$ cat src/rtl/seg7_pkg.sv
// Shared types and constants for the 7-segment scan controller.
// Holds the scan FSM states, the blank glyph and a counter-width helper.
package seg7_pkg;

  typedef enum logic [1:0] {
    IDLE,
    GUARD,
    ON
  } scan_state_t;

  localparam logic [6:0] SEG_BLANK = 7'h7F;

  // Bits needed to count 0..n-1; never narrower than one bit.
  function automatic int cnt_width(input int n);
    return (n <= 1) ? 1 : $clog2(n);
  endfunction

endpackage

$ cat src/rtl/seg7_scan_controller_decoder.sv
// Hex nibble to common-anode 7-segment glyph (active-low, bit0 = a .. bit6 = g).
// Purely combinational; the caller registers the result.
module seg7_decoder
  import seg7_pkg::*;
(
  input  logic [3:0] nibble,
  output logic [6:0] seg
);

  always_comb begin
    case (nibble)
      4'h0:    seg = 7'h40;
      4'h1:    seg = 7'h79;
      4'h2:    seg = 7'h24;
      4'h3:    seg = 7'h30;
      4'h4:    seg = 7'h19;
      4'h5:    seg = 7'h12;
      4'h6:    seg = 7'h02;
      4'h7:    seg = 7'h78;
      4'h8:    seg = 7'h00;
      4'h9:    seg = 7'h10;
      4'hA:    seg = 7'h08;
      4'hB:    seg = 7'h03;
      4'hC:    seg = 7'h46;
      4'hD:    seg = 7'h21;
      4'hE:    seg = 7'h06;
      4'hF:    seg = 7'h0E;
      default: seg = SEG_BLANK;
    endcase
  end

endmodule

$ cat src/rtl/seg7_scan_controller.sv
// Round-robin scan of a multiplexed 7-segment bank with guard interval, PWM,
// leading-zero blanking and once-per-frame input snapshots. Outputs are registered.
module seg7_scan_controller
  import seg7_pkg::*;
#(
  parameter int NUM_DIGITS   = 8,
  parameter int SLOT_CYCLES  = 1024,
  parameter int GUARD_CYCLES = 16,
  parameter int BRIGHT_WIDTH = 4
) (
  input  logic                      clk,
  input  logic                      n_rst,
  input  logic                      i_en,
  input  logic [4*NUM_DIGITS-1:0]   i_hex,
  input  logic [NUM_DIGITS-1:0]     i_dp,
  input  logic                      i_lzb,
  input  logic [BRIGHT_WIDTH-1:0]   i_brightness,
  output logic [6:0]                o_seg,
  output logic                      o_dp,
  output logic [NUM_DIGITS-1:0]     o_an,
  output logic                      o_frame
);

  localparam int SLOT_W = cnt_width(SLOT_CYCLES);
  localparam int DIG_W  = cnt_width(NUM_DIGITS);

  localparam logic [SLOT_W-1:0]       SLOT_LAST   = SLOT_W'(SLOT_CYCLES - 1);
  localparam logic [SLOT_W-1:0]       GUARD_LAST  = SLOT_W'(GUARD_CYCLES - 1);
  localparam logic [SLOT_W-1:0]       GUARD_LEN   = SLOT_W'(GUARD_CYCLES);
  localparam logic [DIG_W-1:0]        DIG_LAST    = DIG_W'(NUM_DIGITS - 1);
  localparam logic [BRIGHT_WIDTH-1:0] BRIGHT_FULL = '1;

  scan_state_t              state, state_nxt;
  logic [SLOT_W-1:0]        slot_cnt, slot_nxt;
  logic [DIG_W-1:0]         digit, digit_nxt;
  logic [4*NUM_DIGITS-1:0]  hex_sh, hex_sh_nxt;
  logic [NUM_DIGITS-1:0]    dp_sh, dp_sh_nxt;
  logic                     lzb_sh, lzb_sh_nxt;
  logic [BRIGHT_WIDTH-1:0]  bright_sh, bright_sh_nxt;

  logic [NUM_DIGITS-1:0]    blank_mask;
  logic                     upper_zero;
  logic [3:0]               nibble;
  logic [6:0]               dec_seg;
  logic [SLOT_W-1:0]        pwm_off;
  logic [BRIGHT_WIDTH-1:0]  pwm_phase;
  logic                     pwm_on;

  logic [NUM_DIGITS-1:0]    an_d;
  logic [6:0]               seg_d;
  logic                     dp_d;
  logic                     frame_d;

  // Next-state logic. Outputs are derived from these next values and registered,
  // so every output lines up with the state it describes.
  always_comb begin
    // NOTE: every signal gets a default before any branch, so no path can infer a latch.
    state_nxt     = state;
    slot_nxt      = slot_cnt;
    digit_nxt     = digit;
    hex_sh_nxt    = hex_sh;
    dp_sh_nxt     = dp_sh;
    lzb_sh_nxt    = lzb_sh;
    bright_sh_nxt = bright_sh;

    if (!i_en) begin
      state_nxt = IDLE;
      slot_nxt  = '0;
      digit_nxt = '0;
    end else begin
      unique case (state)
        IDLE: begin
          state_nxt = GUARD;
          slot_nxt  = '0;
          digit_nxt = '0;
        end
        GUARD, ON: begin
          if (slot_cnt == SLOT_LAST) begin
            state_nxt = GUARD;
            slot_nxt  = '0;
            digit_nxt = (digit == DIG_LAST) ? '0 : digit + 1'b1;
          end else begin
            slot_nxt = slot_cnt + 1'b1;
            if (slot_cnt == GUARD_LAST) state_nxt = ON;
          end
        end
        default: state_nxt = IDLE;
      endcase
    end

    // Snapshot on entry to the first cycle of the digit-0 guard interval.
    if (state_nxt == GUARD && slot_nxt == '0 && digit_nxt == '0 &&
        (state == IDLE || digit == DIG_LAST)) begin
      hex_sh_nxt    = i_hex;
      dp_sh_nxt     = i_dp;
      lzb_sh_nxt    = i_lzb;
      bright_sh_nxt = i_brightness;
    end
  end

  // Digit k is blanked when every nibble from the top down to k is zero and it has no dp.
  always_comb begin
    blank_mask = '0;
    upper_zero = 1'b1;
    for (int k = NUM_DIGITS - 1; k >= 1; k--) begin
      upper_zero    = upper_zero && (hex_sh_nxt[4*k +: 4] == 4'h0);
      blank_mask[k] = lzb_sh_nxt && upper_zero && !dp_sh_nxt[k];
    end
  end

  assign nibble = hex_sh_nxt[{digit_nxt, 2'b00} +: 4];

  seg7_decoder u_decoder (
    .nibble (nibble),
    .seg    (dec_seg)
  );

  assign pwm_off   = slot_nxt - GUARD_LEN;
  assign pwm_phase = BRIGHT_WIDTH'(pwm_off);
  assign pwm_on    = (bright_sh_nxt == BRIGHT_FULL) || (pwm_phase < bright_sh_nxt);

  always_comb begin
    an_d    = '1;
    seg_d   = SEG_BLANK;
    dp_d    = 1'b1;
    frame_d = (state_nxt == ON) && (slot_nxt == SLOT_LAST) && (digit_nxt == DIG_LAST);
    if (state_nxt != IDLE && !blank_mask[digit_nxt]) begin
      seg_d = dec_seg;
      dp_d  = ~dp_sh_nxt[digit_nxt];
      if (state_nxt == ON && pwm_on) an_d[digit_nxt] = 1'b0;
    end
  end

  always_ff @(posedge clk) begin
    // NOTE: non-blocking assignments so every register samples pre-edge values.
    if (!n_rst) begin
      state     <= IDLE;
      slot_cnt  <= '0;
      digit     <= '0;
      // NOTE: shadow regs are cleared too, so a frame never shows stale power-up data.
      hex_sh    <= '0;
      dp_sh     <= '0;
      lzb_sh    <= 1'b0;
      bright_sh <= '0;
      o_an      <= '1;
      o_seg     <= SEG_BLANK;
      o_dp      <= 1'b1;
      o_frame   <= 1'b0;
    end else begin
      state     <= state_nxt;
      slot_cnt  <= slot_nxt;
      digit     <= digit_nxt;
      hex_sh    <= hex_sh_nxt;
      dp_sh     <= dp_sh_nxt;
      lzb_sh    <= lzb_sh_nxt;
      bright_sh <= bright_sh_nxt;
      o_an      <= an_d;
      o_seg     <= seg_d;
      o_dp      <= dp_d;
      o_frame   <= frame_d;
    end
  end

endmodule
$ cat config.mk
export PLATFORM = sky130hd
export DESIGN_NAME = seg7_scan_controller
export DESIGN_NICKNAME = d
export VERILOG_FILES = /design/src/rtl/seg7_pkg.sv /design/src/rtl/seg7_scan_controller_decoder.sv /design/src/rtl/seg7_scan_controller.sv
export SDC_FILE = /design/constraint.sdc
export NUM_CORES = 1
export LEC_CHECK = 0
export ABC_AREA = 1
export CAP_MARGIN = 25
export CORE_UTILIZATION = 59
export DETAILED_ROUTE_END_ITERATION = 16
export DONT_BUFFER_PORTS = 1
export PLACE_DENSITY = 0.75
export SYNTH_ARGS = -nofsm -noshare
export SYNTH_HDL_FRONTEND = slang
export SYNTH_SLANG_ARGS = --single-unit
$ cat constraint.sdc
create_clock -name clk -period 6.7 [get_ports clk]
set_input_delay 1.675 -clock clk [delete_from_list [all_inputs] [get_ports clk]]
set_output_delay 1.675 -clock clk [all_outputs]
set_load 0.1 [all_outputs]
==> impl_metrics.py <==
metrics = {
    "layout": {
        "multi_input_area_mm2": 0.00229,
        "nets": 689,
        "syn_to_final_growth_pct": 5.07,
        "layout.filler_cells": 654,
        "layout.cells.non_filler": 728,
        "ff_latch_area_mm2": 0.00154,
        "fin_util_pct": 65.4,
        "design_area_mm2": 0.00452,
        "num_antenna_cells": 0,
        "drive_gt1_share_pct": 9.81,
    },
    "global_routing": {
        "antenna_found_initial": 0,
        "overflow": 0,
        "grt_pass1_wl_um": 16400,
        "grtUsageTotal_pct": 28.0,
        "grt_pass1_vias": 3566,
        "grt_max_degree": 77,
    },
    "timing": {
        "rsz0062_at_grt": "false",
        "slew_violations": 0,
        "finalHoldViolations": 0,
        "fmax_mhz": 224,
        "setup_viol": 0,
        "fin_skew_ps": 13.0,
        "tns_ps": 0,
        "relSlewSlack_pct": 34.8,
        "whs_ps": 466,
        "fin_crit_sh_pct": 66.5,
        "min_period_ps": 4460,
        "worst_pin_slew_ps": 977,
    },
    "worst_hold_path": {
        "worstHoldPathType": "flop to flop",
        "worstHoldStart": "hex_sh[12]$_SDFF_PN0_",
        "hold_end": "hex_sh[12]$_SDFF_PN0_",
        "hold_depth": 2,
    },
    "yosys": {
        "ys_seq_area_share_pct": 35.9,
        "avgSynthCellArea_um2": 6.79,
        "netlist_area_mm2": 0.00430,
        "yosysWarnings": 0,
        "synth.distinct_cells": 36,
        "synth_fp_nets": 695,
        "synth_seq_cells": 77,
        "syn_inst": 633,
    },
    "worst_setup_path": {
        "critPathSlowestCell": "nand2_4",
        "crit_fanout": 76,
        "cp_slowest_stage_delay_ps": 580,
        "crit_path_end_kind": "flop",
        "start_kind": "primary input",
        "ff2ff_path_depth": 21,
        "ff2ff_setup_slack_ps": 2480,
        "critPathKind": "primary input to flop",
        "cp.arrival_ps": 4700,
        "crit_required_ps": 6950,
        "worstPathCellList": "inv_2 -> nor2_1 -> nand3_1 -> a21oi_1 -> nand2_2 -> nand2_1 -> nor2_2 -> nand2_2 -> nor2_8 -> nand2_4 -> o21ai_1 -> o21ai_0 -> nor2_1 -> nand2_1 -> inv_1 -> ha_1 -> nand2_1 -> nor2_1 -> a21oi_1 -> nand3_1",
        "r2r-start": "state[0]$_SDFF_PN0_",
        "path_buf_inv": 2,
        "r2r-end": "o_seg[0]$_SDFF_PN1_",
        "critPathTopFamily": "simple AND/OR/NAND/NOR gates",
    },
    "clock_network": {
        "clock_sinks": 77,
        "cts_hold_buf": 0,
        "postCtsSetupRepairBufs": 0,
        "cts_resized": 0,
        "clock_latency_ps": 360,
        "htreeDepth": 3,
        "clkSlewWorstSetupHoldPaths_ps": 90,
        "clockBufferDepth": 2,
        "numCtsBuffers": 9,
        "clockRootBuffer": "clkbuf_8",
        "cts_tree": "built",
    },
    "detailed_routing": {
        "via_per_inst": 5.33,
        "ant_nets": 0,
        "wl_per_cell_um": 13.6,
        "via_count": 3880,
        "wl_um": 9940,
        "drtPass1Iterations": 6,
        "drt_iter0_markers": 219,
        "drc": 0,
    },
    "place": {
        "port_buffers": 0,
        "post-dp-hpwl_um": 7400,
        "place_congestion": 0.935,
        "place_inst": 712,
        "place_area_mm2": 0.00429,
    },
    "flow_run": {
        "cap_viol_max_count": 0,
    },
    "floorplanning": {
        "die_h_um": 87.4,
        "ios": 65,
        "core_area_mm2": 0.00691,
        "initial_utilization_pct": 62.2,
        "dieWidth_um": 87.4,
        "rows": 30,
        "dieArea_mm2": 0.00763,
    },
    "pwr": {
        "power_density_mw_per_mm2": 238,
        "max-vdd-ir-drop_v": 0.000158,
        "leakage_uw": 0.00210,
    },
    "run_status": {
        "status": "complete, no violations",
    },
}
-- cells by family after synthesis --
kind of cell	count (synthesis)	synth area share, %
mux	4	0.932
simple gates	354	38.0
fa+ha+maj	14	4.08
buf+inv	105	10.8
flops	77	35.9
compound gates	79	10.3
-- flip-flops by register name (all words and copies together) (netlist names) --
signal,cells
bright_sh,4
digit,3
dp_sh,8
hex_sh,32
lzb_sh,1
o_an,8
o_dp,1
o_frame,1
o_seg,7
slot_cnt,10
state,2
-- how the worst max path moves through the flow --
stage                     cells after the start  slack [ps]  startpoint                  end
after detailed placement                     20        1900        i_en  o_seg[5]$_SDFF_PN1_
after global placement                       18        1930        i_en   o_an[3]$_SDFF_PN1_
after global routing                         21        1870        i_en  o_seg[3]$_SDFF_PN1_
final                                        20        2240        i_en  o_seg[5]$_SDFF_PN1_
after floorplan                              22        2370        i_en   o_an[1]$_SDFF_PN1_
after CTS                                    19        2280        i_en  o_seg[3]$_SDFF_PN1_
-- worst min-delay path, delay by kind of cell, from the launching register on --
| kind | cells | cell delay (ps) |
|---|---|---|
| AO/OA/AOI/OAI | 1 | 50 |
| flip-flops | 1 | 310 |
| AND/OR/NAND/NOR | 1 | 60 |
-- metal layers --
layer  track usage (%)  share of wire [%]  vias to the layer above
met4              10.4                2.1                        0
li1                  -                  -                     1999
met5                 0                  0                        -
met1              35.4                 44                     1729
met2              44.7                 46                      131
met3              8.72                7.8                       21
-- final cells by class --
| cell class | count | share of cell area, % |
|---|---|---|
| Clock buffer | 10 | 2.83 |
| Clock inverter | 6 | 2.13 |
| Inverter | 86 | 7.15 |
| Multi-Input combinational cell | 451 | 50.8 |
| Sequential cell | 77 | 34.1 |
| Tap cell | 96 | 2.66 |
| Timing Repair Buffer | 2 | 0.333 |
-- through the flow --
stage,total power [uW],setup slack [ps]
CTS,1080,2280
detailed placement,688,1900
finish,1070,2240
floorplan,664,2370
global route,1130,1870
global placement,683,1930
-- synth_stat cells (all sizes together) --
| master | n | area (um^2) |
|---|---|---|
| nor2 | 102 | 448 |
| and3 | 1 | 6.26 |
| o22ai | 3 | 18.8 |
| mux2i | 4 | 40.0 |
| dfxtp | 77 | 1540 |
| clkinv | 3 | 11.3 |
| or2 | 6 | 37.5 |
| o21ai | 49 | 260 |
| nand4 | 14 | 87.6 |
| nand3b | 5 | 37.5 |
| nor4 | 2 | 12.5 |
| ha | 14 | 175 |
| nor3 | 5 | 25.0 |
| nand3 | 51 | 305 |
| o21bai | 1 | 7.51 |
| clkbuf | 7 | 26.3 |
| nand2 | 168 | 676 |
| buf | 12 | 115 |
| a21oi | 21 | 113 |
| o211ai | 5 | 42.5 |
| inv | 83 | 312 |
-- cell usage in the layout, fill, tap and decap left out, types with 14 or more instances in the layout --
| master | instances |
|---|---|
| nand2_1 | 156 |
| nor2_1 | 93 |
| dfxtp_1 | 77 |
| inv_1 | 75 |
| nand3_1 | 44 |
| o21ai_1 | 31 |
| a21oi_1 | 19 |
| nand4_1 | 14 |
| o21ai_0 | 14 |
| ha_1 | 14 |
-- report_power, final --
group	internal [uW]	total, uW	leakage, uW	switching, uW
Combinational	51.8	162	0.00136	110
Clock	214	395	0.000109	181
Sequential	483	517	0.000631	34.4
(Power assumes the default switching activity.)
